**src/rtl/seg_pkg.sv**
```systemverilog
// Shared types and constants for the seven-segment scan driver.
// Segment codes are active-low, bit order {g,f,e,d,c,b,a}.
package seg_pkg;

  typedef logic [1:0] digit_idx_t;

  localparam logic [6:0] SEG_BLANK = 7'h7F;

  // Entry n (LSB first) is the code for hex digit n.
  localparam logic [15:0][6:0] HEX_SEG = {
    7'h0E, 7'h06, 7'h21, 7'h46,  // F E d C
    7'h03, 7'h08, 7'h10, 7'h00,  // b A 9 8
    7'h78, 7'h02, 7'h12, 7'h19,  // 7 6 5 4
    7'h30, 7'h24, 7'h79, 7'h40   // 3 2 1 0
  };

endpackage

```
**src/rtl/hex_to_seg.sv**
```systemverilog
// Combinational hex nibble to active-low seven-segment code.
module hex_to_seg
  import seg_pkg::*;
(
  input  logic [3:0] nibble,
  output logic [6:0] seg_n
);

  assign seg_n = HEX_SEG[nibble];

endmodule

```
**src/rtl/seg_scan_driver.sv**
```systemverilog
// 4-digit seven-segment scanner; new values pass through a one-entry pending
// slot and are committed only at frame boundaries so digits never mix.
module seg_scan_driver
  import seg_pkg::*;
#(
  parameter int unsigned DIV      = 100000,
  parameter bit          BLANK_LZ = 1'b1
) (
  input  logic        clk,
  input  logic        rst,
  input  logic        upd_valid,
  input  logic [15:0] upd_data,
  input  logic [3:0]  upd_dp,
  output logic        upd_ready,
  output logic [1:0]  digit_sel,
  output logic [6:0]  seg_n,
  output logic        dp_n
);

  // Keep at least one counter bit so DIV = 1 still elaborates.
  localparam int unsigned     CntW   = (DIV > 1) ? $clog2(DIV) : 1;
  localparam logic [CntW-1:0] CntMax = CntW'(DIV - 1);

  logic [CntW-1:0] cnt_q, cnt_d;
  digit_idx_t      digit_q, digit_d;
  logic            tick;
  logic            frame_end;

  logic [15:0] pend_data_q;
  logic [3:0]  pend_dp_q;
  logic        pend_full_q;
  logic [15:0] disp_data_q;
  logic [3:0]  disp_dp_q;
  logic        accept;
  logic        commit;

  logic [3:0] blank;
  logic [3:0] nibble;
  logic [6:0] hex_seg_n;

  // Prescaler and digit index
  always_comb begin
    tick      = (cnt_q == CntMax);
    cnt_d     = tick ? '0 : cnt_q + 1'b1;
    digit_d   = tick ? digit_q + 2'd1 : digit_q;
    frame_end = tick && (digit_q == 2'd3);
  end

  always_ff @(posedge clk or posedge rst) begin
    if (rst) begin
      cnt_q   <= '0;
      digit_q <= '0;
    end else begin
      cnt_q   <= cnt_d;
      digit_q <= digit_d;
    end
  end

  // Handshake and commit; accept only happens with the slot empty, so the
  // two updates are mutually exclusive.
  always_comb begin
    accept = upd_valid && !pend_full_q;
    commit = frame_end && pend_full_q;
  end

  always_ff @(posedge clk or posedge rst) begin
    if (rst) begin
      pend_data_q <= '0;
      pend_dp_q   <= '0;
      pend_full_q <= 1'b0;
      disp_data_q <= '0;
      disp_dp_q   <= '0;
    end else if (commit) begin
      disp_data_q <= pend_data_q;
      disp_dp_q   <= pend_dp_q;
      pend_full_q <= 1'b0;
    end else if (accept) begin
      pend_data_q <= upd_data;
      pend_dp_q   <= upd_dp;
      pend_full_q <= 1'b1;
    end
  end

  assign upd_ready = !pend_full_q;
  assign digit_sel = digit_q;

  // A digit blanks when it and every digit above it are zero; digit 0 never does.
  always_comb begin
    blank = '0;
    if (BLANK_LZ) begin
      blank[3] = (disp_data_q[15:12] == 4'h0);
      blank[2] = blank[3] && (disp_data_q[11:8] == 4'h0);
      blank[1] = blank[2] && (disp_data_q[7:4] == 4'h0);
    end
  end

  assign nibble = disp_data_q[{digit_q, 2'b00} +: 4];

  hex_to_seg u_hex_to_seg (
    .nibble (nibble),
    .seg_n  (hex_seg_n)
  );

  always_comb begin
    seg_n = blank[digit_q] ? SEG_BLANK : hex_seg_n;
    dp_n  = ~disp_dp_q[digit_q];
  end

endmodule

```
**config.mk**
```make
export PLATFORM = sky130hd
export DESIGN_NAME = seg_scan_driver
export DESIGN_NICKNAME = d
export VERILOG_FILES = /design/src/rtl/seg_pkg.sv /design/src/rtl/hex_to_seg.sv /design/src/rtl/seg_scan_driver.sv
export SDC_FILE = /design/constraint.sdc
export NUM_CORES = 1
export LEC_CHECK = 0
export ABC_AREA = 0
export CAP_MARGIN = 15
export CORE_ASPECT_RATIO = 0.5
export CORE_UTILIZATION = 57
export CTS_CLUSTER_DIAMETER = 40
export DETAILED_ROUTE_END_ITERATION = 10
export PLACE_DENSITY = 0.91
export SKIP_CTS_REPAIR_TIMING = 1
export SYNTH_ARGS = -nofsm -noshare
export SYNTH_HDL_FRONTEND = slang
export SYNTH_SLANG_ARGS = --single-unit
```
**constraint.sdc**
```tcl
create_clock -name clk -period 5.4 [get_ports clk]
set_input_delay 0.54 -clock clk [delete_from_list [all_inputs] [get_ports clk]]
set_output_delay 0.54 -clock clk [all_outputs]
set_load 0.03 [all_outputs]
```
==> results of run 1 <==
-- layer usage --
metal / up-vias / routed length [µm] / GRT usage, %
met3: 8 / 197 / 7.73
met1: 943 / 2400 / 30.9
met5: - / 0 / 0
met2: 37 / 2790 / 39.8
li1: 883 / - / -
met4: 0 / 76 / 12.0
-- sequential cells by signal, summed over array words and instances (netlist names) --
name and flops:
disp_dp_q 4, pend_full_q 1, pend_dp_q 4, digit_sel 2
disp_data_q 16, cnt_q 17, pend_data_q 16
-- area by class of cell --
type / count / area share, %
clock inverters: 2 / 0.292
inverters: 6 / 0.656
repair buffers: 35 / 10.1
clock buffers: 13 / 4.63
multi-input cells: 151 / 38.2
well taps: 66 / 2.41
flip-flops and latches: 60 / 43.7
-- cell usage after synthesis (2+ instances only) --
cell,count
sky130_fd_sc_hd__a21oi_1,6
sky130_fd_sc_hd__and3_1,4
sky130_fd_sc_hd__and4_1,2
sky130_fd_sc_hd__buf_2,5
sky130_fd_sc_hd__buf_6,3
sky130_fd_sc_hd__clkbuf_1,2
sky130_fd_sc_hd__dfrtp_1,60
sky130_fd_sc_hd__ha_1,8
sky130_fd_sc_hd__inv_1,6
sky130_fd_sc_hd__mux2_2,42
sky130_fd_sc_hd__mux4_2,6
sky130_fd_sc_hd__nand2_1,10
sky130_fd_sc_hd__nand3_1,5
sky130_fd_sc_hd__nand4_1,5
sky130_fd_sc_hd__nor2_1,13
sky130_fd_sc_hd__nor2b_1,2
sky130_fd_sc_hd__nor3b_1,2
sky130_fd_sc_hd__nor4_1,2
sky130_fd_sc_hd__nor4bb_1,2
sky130_fd_sc_hd__o211ai_1,3
sky130_fd_sc_hd__o21ai_0,3
sky130_fd_sc_hd__o31ai_1,3
sky130_fd_sc_hd__or2_2,2
sky130_fd_sc_hd__or4_1,3
sky130_fd_sc_hd__xnor2_1,4
sky130_fd_sc_hd__xor2_1,14
-- how the worst min path moves through the flow --
stage | start | end | slack (ps) | cells past startpoint
3_5_place_dp | cnt_q[0]$_DFF_PP0_ | cnt_q[0]$_DFF_PP0_ | 450 | 1
3_3_place_gp | cnt_q[0]$_DFF_PP0_ | cnt_q[0]$_DFF_PP0_ | 430 | 1
5_1_grt | cnt_q[0]$_DFF_PP0_ | cnt_q[0]$_DFF_PP0_ | 480 | 1
2_1_floorplan | cnt_q[0]$_DFF_PP0_ | cnt_q[0]$_DFF_PP0_ | 420 | 1
6_report | cnt_q[0]$_DFF_PP0_ | cnt_q[0]$_DFF_PP0_ | 450 | 1
4_1_cts | cnt_q[0]$_DFF_PP0_ | cnt_q[0]$_DFF_PP0_ | 460 | 1
-- stage by stage --
stage / cells / power [mW]
floorplan: 228 / 0.502
global placement: 318 / 0.523
detailed placement: 318 / 0.526
CTS: 333 / 0.877
global route: 333 / 0.899
finish: 333 / 0.867
-- power groups by stage --
stage,clock network [mW],logic [mW],registers [mW]
after CTS,0.358,0.0428,0.476
final,0.349,0.0418,0.477
after floorplan,0,0.0218,0.480
after global placement,0,0.0403,0.483
after global routing,0.375,0.0466,0.478
after detailed placement,0,0.0422,0.484
-- cell families (layout without fill, tap and decap cells) --
| logic type | after synthesis | after routing |
|---|---|---|
| AO/OA/AOI/OAI | 17 | 17 |
| XOR/XNOR | 18 | 18 |
| adder cells (fa/ha/maj) | 8 | 8 |
| buffers and inverters | 17 | 56 |
| flip-flops | 60 | 60 |
| multiplexers | 48 | 48 |
| AND/OR/NAND/NOR | 60 | 60 |
==> tab_implementation.tex, run 1 <==
\begin{tabular}{lr}
\hline
Metric & Value \\
\hline
\multicolumn{2}{l}{\textbf{Status}} \\
\quad Outcome & finished, final reports clean \\
\multicolumn{2}{l}{\textbf{Floorplan}} \\
\quad Effective utilization at floorplan & 62.7\% \\
\quad Ports placed on the boundary & 34 \\
\quad Die area & 5410 µm² \\
\quad Core footprint & 4640 µm² \\
\quad Std cell rows & 17 \\
\quad Die span in y & 52.5 µm \\
\quad Die span in x & 103 µm \\
\multicolumn{2}{l}{\textbf{Setup path}} \\
\quad Worst setup path startpoint & digit\_sel[0]\$\_DFFE\_PP0N\_ \\
\quad Ordered cell list for the critical path & mux4\_2 -> inv\_1 -> ha\_1 -> nand2b\_1 -> and3\_1 -> o21ai\_0 -> clkdlybuf4s50\_1 \\
\quad Slack of the worst reg-to-reg path & 2920 ps \\
\quad Worst Path Buf+Inv & 2 \\
\quad Endpoint kind of the worst setup timing path & output port \\
\quad Worst Setup EP & seg\_n[3] \\
\quad R2r endpoint & disp\_data\_q[8]\$\_DFFE\_PP0P\_ \\
\quad Data arrival time of the critical path & 3050 ps \\
\quad Cells on worst reg2reg path & 5 \\
\quad Slowest stage delay, CP & 690 ps \\
\quad Critical path start-end classification & reg -> out \\
\quad Crit-path leading delay family & buffers and inverters \\
\quad Instance count on the critical path & 7 \\
\quad Critical path required time & 4860 ps \\
\quad Maximum fanout along the worst path & 11 \\
\quad Setup crit start kind & flop \\
\quad Beginning of the worst register-to-register path & cnt\_q[0]\$\_DFF\_PP0\_ \\
\quad CP max-delay cell & sky130\_fd\_sc\_hd\_\_clkdlybuf4s50\_1 \\
\multicolumn{2}{l}{\textbf{Timing}} \\
\quad Rel. slew slack & 51.0\% \\
\quad Unrepaired setup endpoints after global routing & false \\
\quad Slack of the critical path & 1810 ps \\
\quad Setup violations, final & 0 \\
\quad Max-slew violation count & 0 \\
\quad Post-Route Skew & 7.02 ps \\
\quad Setup TNS after final layout & 0 ps \\
\quad Number of endpoints with negative hold slack in the final report & 0 \\
\quad Maximum operating frequency & 278 MHz \\
\quad Worst slack on hold paths & 453 ps \\
\quad Transition time of the tightest slew-check pin & 736 ps \\
\quad Final critical-path required period & 3590 ps \\
\quad Final worst path period share & 66.5\% \\
\multicolumn{2}{l}{\textbf{Routing}} \\
\quad Detailed-route wire length & 5460 µm \\
\quad Remaining antenna violation count after routing & 0 \\
\quad Remaining DRCs & 0 \\
\quad Via count & 1871 \\
\quad Average routed wire per standard cell & 16.4 µm \\
\quad DR iter-0 viols & 123 \\
\quad Count of TritonRoute iterations in the first routing pass & 5 \\
\quad Number of vias per cell & 5.62 \\
\multicolumn{2}{l}{\textbf{Pwr}} \\
\quad Internal Power & 682 µW \\
\quad Total net switching power & 185 µW \\
\quad Cell area power density & 253 nW/µm² \\
\quad Largest voltage drop on the vdd net & 176 µV \\
\quad Share of power burned in combinational logic & 4.8\% \\
\quad Seq pwr share & 55.0\% \\
\quad Leakage power total & 1.57 nW \\
\quad Switching fraction of total power & 21.4\% \\
\quad Share of total power in the clock network & 40.2\% \\
\multicolumn{2}{l}{\textbf{Logic synthesis}} \\
\quad Synthesis Warnings & 0 \\
\quad Adder-cell area share of the yosys netlist & 3.44\% \\
\quad Average cell area after synthesis & 12.7 µm² \\
\quad Post-synth ARST share & 100\% \\
\quad Syn nets & 259 \\
\quad Post-synthesis mux area share & 20.9\% \\
\quad Most used DFF post-synth & sky130\_fd\_sc\_hd\_\_dfrtp\_1 \\
\quad Number of distinct standard cells referenced by the synthesized netlist & 37 \\
\quad Complex-gate fraction of the synthesized area & 3.66\% \\
\quad Dominant cell type by area after synthesis & sky130\_fd\_sc\_hd\_\_dfrtp\_1 \\
\quad FF+latch count, synth & 60 \\
\quad Sequential element share of the synthesized area & 51.7\% \\
\quad Fraction of post-synthesis cell area in the top cell type by area & 51.7\% \\
\quad Netlist Area Pre-Place & 2910 µm² \\
\quad Top area cells in the synthesized netlist & sky130\_fd\_sc\_hd\_\_dfrtp\_1, sky130\_fd\_sc\_hd\_\_mux2\_2, sky130\_fd\_sc\_hd\_\_mux4\_2 \\
\quad Post-synth EDFFs & 0 \\
\quad Post-synthesis simple-gate area fraction & 11.7\% \\
\quad Synthesized instance count & 228 \\
\quad Synthesized-area fraction occupied by xor and xnor cells & 5.42\% \\
\quad Largest family of logic cells by synthesized area & multiplexers \\
\multicolumn{2}{l}{\textbf{Clocking}} \\
\quad Total number of H-tree levels & 3 \\
\quad Number of buffers created by CTS & 9 \\
\quad Clock transition at the registers of the reported paths & 60 ps \\
\quad CTS tree & built \\
\quad Buffer type at the clock tree root & sky130\_fd\_sc\_hd\_\_clkbuf\_8 \\
\quad Clock sink count & 60 \\
\quad Clock latency on the worst-skew pair & 330 ps \\
\quad Number of buffers between clock root and the deepest sink & 2 \\
\multicolumn{2}{l}{\textbf{GRT}} \\
\quad Total grt overflow & 0 \\
\quad First-pass GRT wire length & 9490 µm \\
\quad Number of antenna violations at the first check in global routing & 0 \\
\quad Overall fraction of global-route tracks in use & 24.7\% \\
\quad Via count of the first global-routing pass & 1983 \\
\quad Maximum number of pins on one net before global-route repair & 61 \\
\multicolumn{2}{l}{\textbf{Finish}} \\
\quad Final Net Count & 294 \\
\quad Layout overhead on the synthesized area & 18.1\% \\
\quad Antenna fix cells & 0 \\
\quad Most frequent standard cell in the layout excluding fill and tap cells & sky130\_fd\_sc\_hd\_\_dfrtp\_1 \\
\quad Area of the multi-input gates & 1310 µm² \\
\quad Summed area of non-filler cells in the final layout & 3430 µm² \\
\quad Top library cells by usage in the layout, fill and taps aside & sky130\_fd\_sc\_hd\_\_dfrtp\_1, sky130\_fd\_sc\_hd\_\_mux2\_2, sky130\_fd\_sc\_hd\_\_clkdlybuf4s50\_1 \\
\quad Sequential Area & 1500 µm² \\
\quad Post-layout util & 74.0\% \\
\quad Fraction of layout cells with a size suffix above 1 & 25.8\% \\
\quad Final-layout fill cell count & 311 \\
\multicolumn{2}{l}{\textbf{Placement}} \\
\quad HPWL Detailed & 3600 µm \\
\quad Port-buffer cells & 33 \\
\quad Pre-CTS setup slack & 2150 ps \\
\quad Standard cell area after detailed placement & 3260 µm² \\
\quad Weighted congestion reported at the end of routability-driven placement & 0.822 \\
\multicolumn{2}{l}{\textbf{Min path}} \\
\quad Min-Delay Path Class & reg -> reg \\
\multicolumn{2}{l}{\textbf{Job}} \\
\quad MaxCap Viol Count & 0 \\
\hline
\end{tabular}
Note: power is estimated with default switching activity, not from simulation.
==> inputs of run 2 (changes only) <==
--- a/config.mk
+++ b/config.mk
@@ -8,10 +8,10 @@
 export ABC_AREA = 0
 export CAP_MARGIN = 15
 export CORE_ASPECT_RATIO = 0.5
-export CORE_UTILIZATION = 57
+export CORE_UTILIZATION = 55
 export CTS_CLUSTER_DIAMETER = 40
 export DETAILED_ROUTE_END_ITERATION = 10
-export PLACE_DENSITY = 0.91
+export PLACE_DENSITY = 0.89
 export SKIP_CTS_REPAIR_TIMING = 1
 export SYNTH_ARGS = -nofsm -noshare
 export SYNTH_HDL_FRONTEND = slang
==> constraint.sdc (replaced) <==
create_clock -name clk -period 3.7 [get_ports clk]
set_input_delay 0.37 -clock clk [delete_from_list [all_inputs] [get_ports clk]]
set_output_delay 0.37 -clock clk [all_outputs]
set_load 0.03 [all_outputs]
==> run 2 against run 1 <==
Effect of this change:
- wire length increased by 0.26%
- first-iteration DRC count decreased by 41%
- register-to-register slack got worse by 1800 ps
- final cell count increased by 1.5%
- flip-flop and latch count unchanged
- critical endpoint unchanged
- largest power group is now the clock network
- highest routed layer unchanged
==> tab_implementation.tex, run 2 (synthesized netlist as in run 1, its figures left out) <==
\begin{tabular}{lr}
\hline
Metric & Value \\
\hline
\multicolumn{2}{l}{\textbf{Timing}} \\
\quad Number of endpoints with negative hold slack in the final report & 0 (unchanged) \\
\quad Post-Route Skew & 3.76 ps (was 7.02 ps) \\
\quad Transition time of the tightest slew-check pin & 781 ps (was 736 ps) \\
\quad Final worst path period share & 93.5\% \\
\quad Setup violations, final & 0 (unchanged) \\
\quad Maximum operating frequency & 289 MHz \\
\quad Rel. slew slack & 47.9\% (was 51.0\%) \\
\quad Final critical-path required period & 3460 ps \\
\quad Setup TNS after final layout & 0 ps (unchanged) \\
\quad Max-slew violation count & 0 (unchanged) \\
\quad Unrepaired setup endpoints after global routing & false (unchanged) \\
\multicolumn{2}{l}{\textbf{Setup path}} \\
\quad Data arrival time of the critical path & 3090 ps (was 3050 ps) \\
\quad Ordered cell list for the critical path & mux4\_2 -> inv\_1 -> ha\_1 -> or2\_2 -> a21oi\_1 -> o21ai\_0 -> clkdlybuf4s50\_1 (was mux4\_2 -> inv\_1 -> ha\_1 -> nand2b\_1 -> and3\_1 -> o21ai\_0 -> clkdlybuf4s50\_1) \\
\quad Cells on worst reg2reg path & 5 (unchanged) \\
\quad Maximum fanout along the worst path & 11 (unchanged) \\
\quad Beginning of the worst register-to-register path & cnt\_q[0]\$\_DFF\_PP0\_ (unchanged) \\
\quad Worst Path Buf+Inv & 2 (unchanged) \\
\quad Slowest stage delay, CP & 690 ps (about the same) \\
\quad Endpoint kind of the worst setup timing path & output port (unchanged) \\
\quad Instance count on the critical path & 7 (unchanged) \\
\quad CP max-delay cell & sky130\_fd\_sc\_hd\_\_clkdlybuf4s50\_1 (unchanged) \\
\quad Setup crit start kind & flop (unchanged) \\
\quad Critical path start-end classification & reg -> out (unchanged) \\
\quad Worst setup path startpoint & digit\_sel[0]\$\_DFFE\_PP0N\_ (unchanged) \\
\quad Critical path required time & 3330 ps (was 4860 ps) \\
\quad Crit-path leading delay family & buffers and inverters (unchanged) \\
\multicolumn{2}{l}{\textbf{Finish}} \\
\quad Register bank with the most flops & cnt\_q (unchanged) \\
\quad Final Net Count & 294 (unchanged) \\
\quad Layout overhead on the synthesized area & 21.1\% (was 18.1\%) \\
\quad Top library cells by usage in the layout, fill and taps aside & sky130\_fd\_sc\_hd\_\_dfrtp\_1, sky130\_fd\_sc\_hd\_\_mux2\_2, sky130\_fd\_sc\_hd\_\_clkdlybuf4s50\_1 (unchanged) \\
\quad Final-layout fill cell count & 326 (was 311) \\
\quad Largest registers & cnt\_q: 17 flops, disp\_data\_q: 16 flops, pend\_data\_q: 16 flops (unchanged) \\
\quad Antenna fix cells & 0 (unchanged) \\
\quad Most frequent standard cell in the layout excluding fill and tap cells & sky130\_fd\_sc\_hd\_\_dfrtp\_1 (unchanged) \\
\quad Max FFs per register & 17 (unchanged) \\
\quad Fraction of layout cells with a size suffix above 1 & 26.5\% (was 25.8\%) \\
\multicolumn{2}{l}{\textbf{Clocking}} \\
\quad Clock transition at the registers of the reported paths & 60 ps (about the same) \\
\quad CTS tree & built (unchanged) \\
\quad Total number of H-tree levels & 3 (unchanged) \\
\quad Number of buffers created by CTS & 9 (unchanged) \\
\quad Clock sink count & 60 (unchanged) \\
\quad Buffer type at the clock tree root & sky130\_fd\_sc\_hd\_\_clkbuf\_8 (unchanged) \\
\quad Clock latency on the worst-skew pair & 330 ps (about the same) \\
\quad Number of buffers between clock root and the deepest sink & 2 (unchanged) \\
\multicolumn{2}{l}{\textbf{Job}} \\
\quad MaxCap Viol Count & 0 (unchanged) \\
\multicolumn{2}{l}{\textbf{GRT}} \\
\quad Total grt overflow & 0 (unchanged) \\
\quad First-pass GRT wire length & 8740 µm (was 9490 µm) \\
\quad Number of antenna violations at the first check in global routing & 0 (unchanged) \\
\quad Via count of the first global-routing pass & 1864 (was 1983) \\
\quad Overall fraction of global-route tracks in use & 21.6\% (was 24.7\%) \\
\quad Maximum number of pins on one net before global-route repair & 40 (was 61) \\
\multicolumn{2}{l}{\textbf{Placement}} \\
\quad Weighted congestion reported at the end of routability-driven placement & 0.865 (was 0.822) \\
\quad Port-buffer cells & 33 (unchanged) \\
\quad HPWL Detailed & 3690 µm (was 3600 µm) \\
\multicolumn{2}{l}{\textbf{Floorplan}} \\
\quad Die span in x & 105 µm (was 103 µm) \\
\quad Std cell rows & 18 (was 17) \\
\quad Core footprint & 5000 µm² (was 4640 µm²) \\
\quad Ports placed on the boundary & 34 (unchanged) \\
\quad Die area & 5600 µm² (was 5410 µm²) \\
\quad Die span in y & 53.4 µm (was 52.5 µm) \\
\quad Effective utilization at floorplan & 58.1\% (was 62.7\%) \\
\multicolumn{2}{l}{\textbf{Routing}} \\
\quad DR iter-0 viols & 72 (was 123) \\
\quad Detailed-route wire length & 5480 µm (was 5460 µm) \\
\quad Number of vias per cell & 5.65 (was 5.62) \\
\quad Via count & 1909 (was 1871) \\
\quad Remaining DRCs & 0 (unchanged) \\
\quad Average routed wire per standard cell & 16.2 µm (was 16.4 µm) \\
\quad Remaining antenna violation count after routing & 0 (unchanged) \\
\quad Count of TritonRoute iterations in the first routing pass & 4 (was 5) \\
\multicolumn{2}{l}{\textbf{Pwr}} \\
\quad Leakage power total & 1.61 nW (was 1.57 nW) \\
\quad Cell area power density & 421 nW/µm² (was 253 nW/µm²) \\
\quad Power after layout & 1.48 mW (was 867 µW) \\
\quad Largest voltage drop on the vdd net & 350 µV (was 176 µV) \\
\multicolumn{2}{l}{\textbf{Min path}} \\
\quad Worst hold path depth & 1 (unchanged) \\
\quad Hold Crit Start & cnt\_q[0]\$\_DFF\_PP0\_ (unchanged) \\
\quad Min-Delay Path Class & reg -> reg (unchanged) \\
\multicolumn{2}{l}{\textbf{Status}} \\
\quad Outcome & finished, final reports clean (unchanged) \\
\hline
\end{tabular}
[run 2: changes by cell type in the layout (fill, tap and decap cells not counted)]
cell                        previous run  this run
sky130_fd_sc_hd__clkbuf_1              2         1
sky130_fd_sc_hd__clkinv_2              2         1
sky130_fd_sc_hd__bufinv_16             0         3
[run 2: layout make-up]
| cell class | count | area (µm²) | area share (%) |
|---|---|---|---|
| Clock inverter | 4 | 95.1 | 2.70 |
| Tap cell | 70 | 87.6 | 2.49 |
| Clock buffer | 12 | 155 | 4.41 |
| Timing Repair Buffer | 35 | 345 | 9.81 |
| Multi-Input combinational cell | 151 | 1310 | 37.3 |
| Sequential cell | 60 | 1500 | 42.7 |
| Inverter | 6 | 22.5 | 0.640 |
[run 2: layer usage]
layer  global-route usage (%)  vias up  part of all wire [%]
li1                         -      890                     -
met1                     24.8      973                    44
met2                     37.6       35                    50
met3                     7.64       11                   3.2
met4                     9.39        0                   1.9
met5                        0        -                     0
[run 2: stage by stage]
stage                     std cells  area [µm²]  hold slack, ps  util [%]  worst slack [ps]
after global routing            338        3520             489      70.4              59.0
final                           338        3520             456      70.4               242
after CTS                       338        3520             458      70.4               228
after global placement          322        3270             435      65.4               751
after detailed placement        322        3270             450      65.4               608
after floorplan                 228        2910             424         -               863
[run 2: worst paths after layout]
path                                              end  slack, ps
max in group asynchronous  pend_data_q[3]$_DFFE_PP0P_       2420
hold / removal                     cnt_q[0]$_DFF_PP0_        460
min in group asynchronous          cnt_q[4]$_DFF_PP0_        500
setup reg to reg             disp_dp_q[0]$_DFFE_PP0P_       1150
setup / recovery                             seg_n[3]        240
hold reg to reg                    cnt_q[0]$_DFF_PP0_        460
[run 2: report_power, final]
| group | leakage, nW | internal [mW] | switching [mW] |
|---|---|---|---|
| clock | 0.127 | 0.483 | 0.244 |
| sequential | 0.787 | 0.682 | 0.0130 |
| combinational | 0.693 | 0.0392 | 0.0214 |
| total | 1.61 | 1.20 | 0.279 |
==> inputs of run 3 (changes only) <==
--- a/config.mk
+++ b/config.mk
@@ -7,11 +7,13 @@
 export LEC_CHECK = 0
 export ABC_AREA = 0
 export CAP_MARGIN = 15
+export CELL_PAD_IN_SITES_DETAIL_PLACEMENT = 1
+export CELL_PAD_IN_SITES_GLOBAL_PLACEMENT = 2
 export CORE_ASPECT_RATIO = 0.5
-export CORE_UTILIZATION = 55
+export CORE_UTILIZATION = 38
 export CTS_CLUSTER_DIAMETER = 40
 export DETAILED_ROUTE_END_ITERATION = 10
-export PLACE_DENSITY = 0.89
+export PLACE_DENSITY = 0.86
 export SKIP_CTS_REPAIR_TIMING = 1
 export SYNTH_ARGS = -nofsm -noshare
 export SYNTH_HDL_FRONTEND = slang
==> run 3 against run 2 <==
Effect of this change:
- the flow now finishes with violations (design-rule violations)
- worst setup slack better by 4.4 ps
- die area up 43%
- flip-flop and latch count unchanged
- clock skew up 2.5 ps
- clock-buffer cell count down 2
- sequential power about the same
- clock power up 11%
- first-iteration DRC count down 61%
- register-to-register slack worse by 20 ps
- sequential share of layout area down 0.88 points
- global-route usage down 3.8 points
- critical path type unchanged
- largest cell class unchanged
==> tab_implementation.tex, run 3 (synthesized netlist as in run 1, its figures left out) <==
\begin{tabular}{lr}
\hline
Metric & Value \\
\hline
\multicolumn{2}{l}{\textbf{Timing}} \\
\quad Number of endpoints with negative hold slack in the final report & 0 (unchanged) \\
\quad Setup violations, final & 0 (unchanged) \\
\quad Maximum operating frequency & 290 MHz (was 289 MHz) \\
\quad Slack of the critical path & 246 ps (was 242 ps) \\
\quad Max-slew violation count & 0 (unchanged) \\
\quad Transition time of the tightest slew-check pin & 559 ps (was 781 ps) \\
\quad Unrepaired setup endpoints after global routing & false (unchanged) \\
\quad Setup TNS after final layout & 0 ps (unchanged) \\
\quad Rel. slew slack & 62.7\% (was 47.9\%) \\
\quad Final critical-path required period & 3450 ps (was 3460 ps) \\
\quad Final worst path period share & 93.3\% (was 93.5\%) \\
\quad Post-Route Skew & 6.26 ps (was 3.76 ps) \\
\multicolumn{2}{l}{\textbf{Setup path}} \\
\quad Slowest stage delay, CP & 690 ps (about the same) \\
\quad Maximum fanout along the worst path & 11 (unchanged) \\
\quad Setup crit start kind & flop (unchanged) \\
\quad Critical path start-end classification & reg -> out (unchanged) \\
\quad Worst Path Buf+Inv & 2 (unchanged) \\
\quad CP max-delay cell & sky130\_fd\_sc\_hd\_\_clkdlybuf4s50\_1 (unchanged) \\
\quad Ordered cell list for the critical path & mux4\_2 -> inv\_1 -> ha\_1 -> or2\_2 -> a21oi\_1 -> o21ai\_0 -> clkdlybuf4s50\_1 (unchanged) \\
\quad Crit-path leading delay family & buffers and inverters (unchanged) \\
\quad Critical path required time & 3330 ps (about the same) \\
\quad Data arrival time of the critical path & 3080 ps (was 3090 ps) \\
\quad Endpoint kind of the worst setup timing path & output port (unchanged) \\
\multicolumn{2}{l}{\textbf{Placement}} \\
\quad Pre-CTS setup slack & 597 ps (was 608 ps) \\
\quad HPWL Detailed & 4160 µm (was 3690 µm) \\
\quad Port-buffer cells & 33 (unchanged) \\
\quad Weighted congestion reported at the end of routability-driven placement & 0.775 (was 0.865) \\
\multicolumn{2}{l}{\textbf{Finish}} \\
\quad Fraction of layout cells with a size suffix above 1 & 26.6\% (was 26.5\%) \\
\quad Register bank with the most flops & cnt\_q (unchanged) \\
\quad Top library cells by usage in the layout, fill and taps aside & sky130\_fd\_sc\_hd\_\_dfrtp\_1, sky130\_fd\_sc\_hd\_\_mux2\_2, sky130\_fd\_sc\_hd\_\_clkdlybuf4s50\_1 (unchanged) \\
\quad Final-layout fill cell count & 760 (was 326) \\
\quad Antenna fix cells & 0 (unchanged) \\
\quad Max FFs per register & 17 (unchanged) \\
\quad Most frequent standard cell in the layout excluding fill and tap cells & sky130\_fd\_sc\_hd\_\_dfrtp\_1 (unchanged) \\
\quad Layout overhead on the synthesized area & 23.6\% (was 21.1\%) \\
\quad Largest registers & cnt\_q: 17 flops, disp\_data\_q: 16 flops, pend\_data\_q: 16 flops (unchanged) \\
\quad Post-layout util & 48.7\% (was 70.4\%) \\
\quad Final Net Count & 294 (unchanged) \\
\multicolumn{2}{l}{\textbf{Status}} \\
\quad Failing checks & design-rule violations \\
\quad Outcome & finished, violations left (was finished, final reports clean) \\
\multicolumn{2}{l}{\textbf{GRT}} \\
\quad Overall fraction of global-route tracks in use & 17.8\% (was 21.6\%) \\
\quad Via count of the first global-routing pass & 2126 (was 1864) \\
\quad First-pass GRT wire length & 10900 µm (was 8740 µm) \\
\quad Maximum number of pins on one net before global-route repair & 36 (was 40) \\
\quad Total grt overflow & 0 (unchanged) \\
\quad Number of antenna violations at the first check in global routing & 0 (unchanged) \\
\multicolumn{2}{l}{\textbf{Routing}} \\
\quad Via count & 1921 (was 1909) \\
\quad DR iter-0 viols & 28 (was 72) \\
\quad Average routed wire per standard cell & 17.4 µm (was 16.2 µm) \\
\quad Top routing layer in use & met4 (unchanged) \\
\quad Detailed route wirelength on metal2 & 3310 µm (was 2760 µm) \\
\quad Number of vias per cell & 5.29 (was 5.65) \\
\quad Total met3 wirelength after detailed routing & 125 µm (was 178 µm) \\
\quad Remaining antenna violation count after routing & 0 (unchanged) \\
\quad Count of TritonRoute iterations in the first routing pass & 7 (was 4) \\
\quad Sum of routed wire segments on met1 & 2840 µm (was 2440 µm) \\
\quad Remaining DRCs & 2 (was 0) \\
\quad Detailed-route wire length & 6330 µm (was 5480 µm) \\
\multicolumn{2}{l}{\textbf{Floorplan}} \\
\quad Core footprint & 7380 µm² (was 5000 µm²) \\
\quad Die span in y & 63.8 µm (was 53.4 µm) \\
\quad Ports placed on the boundary & 34 (unchanged) \\
\quad Die area & 8020 µm² (was 5600 µm²) \\
\quad Std cell rows & 22 (was 18) \\
\quad Die span in x & 126 µm (was 105 µm) \\
\quad Effective utilization at floorplan & 39.4\% (was 58.1\%) \\
\multicolumn{2}{l}{\textbf{Clocking}} \\
\quad CTS tree & built (unchanged) \\
\quad Number of buffers created by CTS & 9 (unchanged) \\
\quad Clock transition at the registers of the reported paths & 50 ps (was 60 ps) \\
\quad Number of buffers between clock root and the deepest sink & 2 (unchanged) \\
\quad Clock sink count & 60 (unchanged) \\
\quad Buffer type at the clock tree root & sky130\_fd\_sc\_hd\_\_clkbuf\_16 (was sky130\_fd\_sc\_hd\_\_clkbuf\_8) \\
\quad Clock latency on the worst-skew pair & 320 ps (was 330 ps) \\
\quad Total number of H-tree levels & 3 (unchanged) \\
\multicolumn{2}{l}{\textbf{Pwr}} \\
\quad Leakage power total & 1.62 nW (was 1.61 nW) \\
\quad Cell area power density & 436 nW/µm² (was 421 nW/µm²) \\
\quad Largest voltage drop on the vdd net & 186 µV (was 350 µV) \\
\multicolumn{2}{l}{\textbf{Job}} \\
\quad MaxCap Viol Count & 0 (unchanged) \\
\multicolumn{2}{l}{\textbf{Min path}} \\
\quad Min-Delay Path Class & in -> async (was reg -> reg) \\
\hline
\end{tabular}
## run 3: metal layers
| metal | up-vias | global-route usage (%) |
|---|---|---|
| met5 | - | 0 |
| met3 | 5 | 4.02 |
| li1 | 885 | - |
| met2 | 22 | 32.3 |
| met1 | 1009 | 21.6 |
| met4 | 0 | 4.57 |
## run 3: path summary, 6_finish.rpt
kind | slack [ps] | cells after the start | startpoint | endpoint
max reg2reg | 1130 | 5 | cnt_q[0]$_DFF_PP0_ | disp_data_q[8]$_DFFE_PP0P_
min reg2reg | 450 | 1 | cnt_q[0]$_DFF_PP0_ | cnt_q[0]$_DFF_PP0_
min | 430 | 2 | rst | cnt_q[3]$_DFF_PP0_
max in group asynchronous | 2400 | 3 | rst | disp_dp_q[0]$_DFFE_PP0P_
max | 250 | 7 | digit_sel[0]$_DFFE_PP0N_ | seg_n[3]
min in group clk | 450 | 1 | cnt_q[0]$_DFF_PP0_ | cnt_q[0]$_DFF_PP0_
## run 3: power by group
group	switching, mW	internal (mW)
registers	0.0151	0.683
logic	0.0232	0.0393
clock network	0.276	0.531
## run 3: stage by stage
| stage | hold slack, ps | instances | power (mW) | cell area [µm²] |
|---|---|---|---|---|
| 6_report | 431 | 363 | 1.57 | 3590 |
| 3_3_place_gp | 436 | 348 | 0.765 | 3300 |
| 2_1_floorplan | 424 | 228 | 0.733 | 2910 |
| 5_1_grt | 479 | 363 | 1.62 | 3590 |
| 3_5_place_dp | 450 | 348 | 0.770 | 3300 |
| 4_1_cts | 447 | 363 | 1.58 | 3590 |
## run 3: final cells by class
class                      instances  area, µm²  share of cell area [%]
clock buffer                      10        239                    6.65
multi-input combinational        151       1310                    36.5
inverter                           6       22.5                   0.627
timing repair buffer              35        345                    9.61
clock inverter                     5       52.6                    1.46
sequential                        60       1500                    41.8
tap                               96        120                    3.34
## run 3: worst register-to-register path, stage by stage, from the launching register on
cell,delay (ps)
sky130_fd_sc_hd__dfrtp_1,360
sky130_fd_sc_hd__ha_1,220
sky130_fd_sc_hd__and4_1,280
sky130_fd_sc_hd__and4_1,550
sky130_fd_sc_hd__and3_2,620
sky130_fd_sc_hd__mux2_2,420
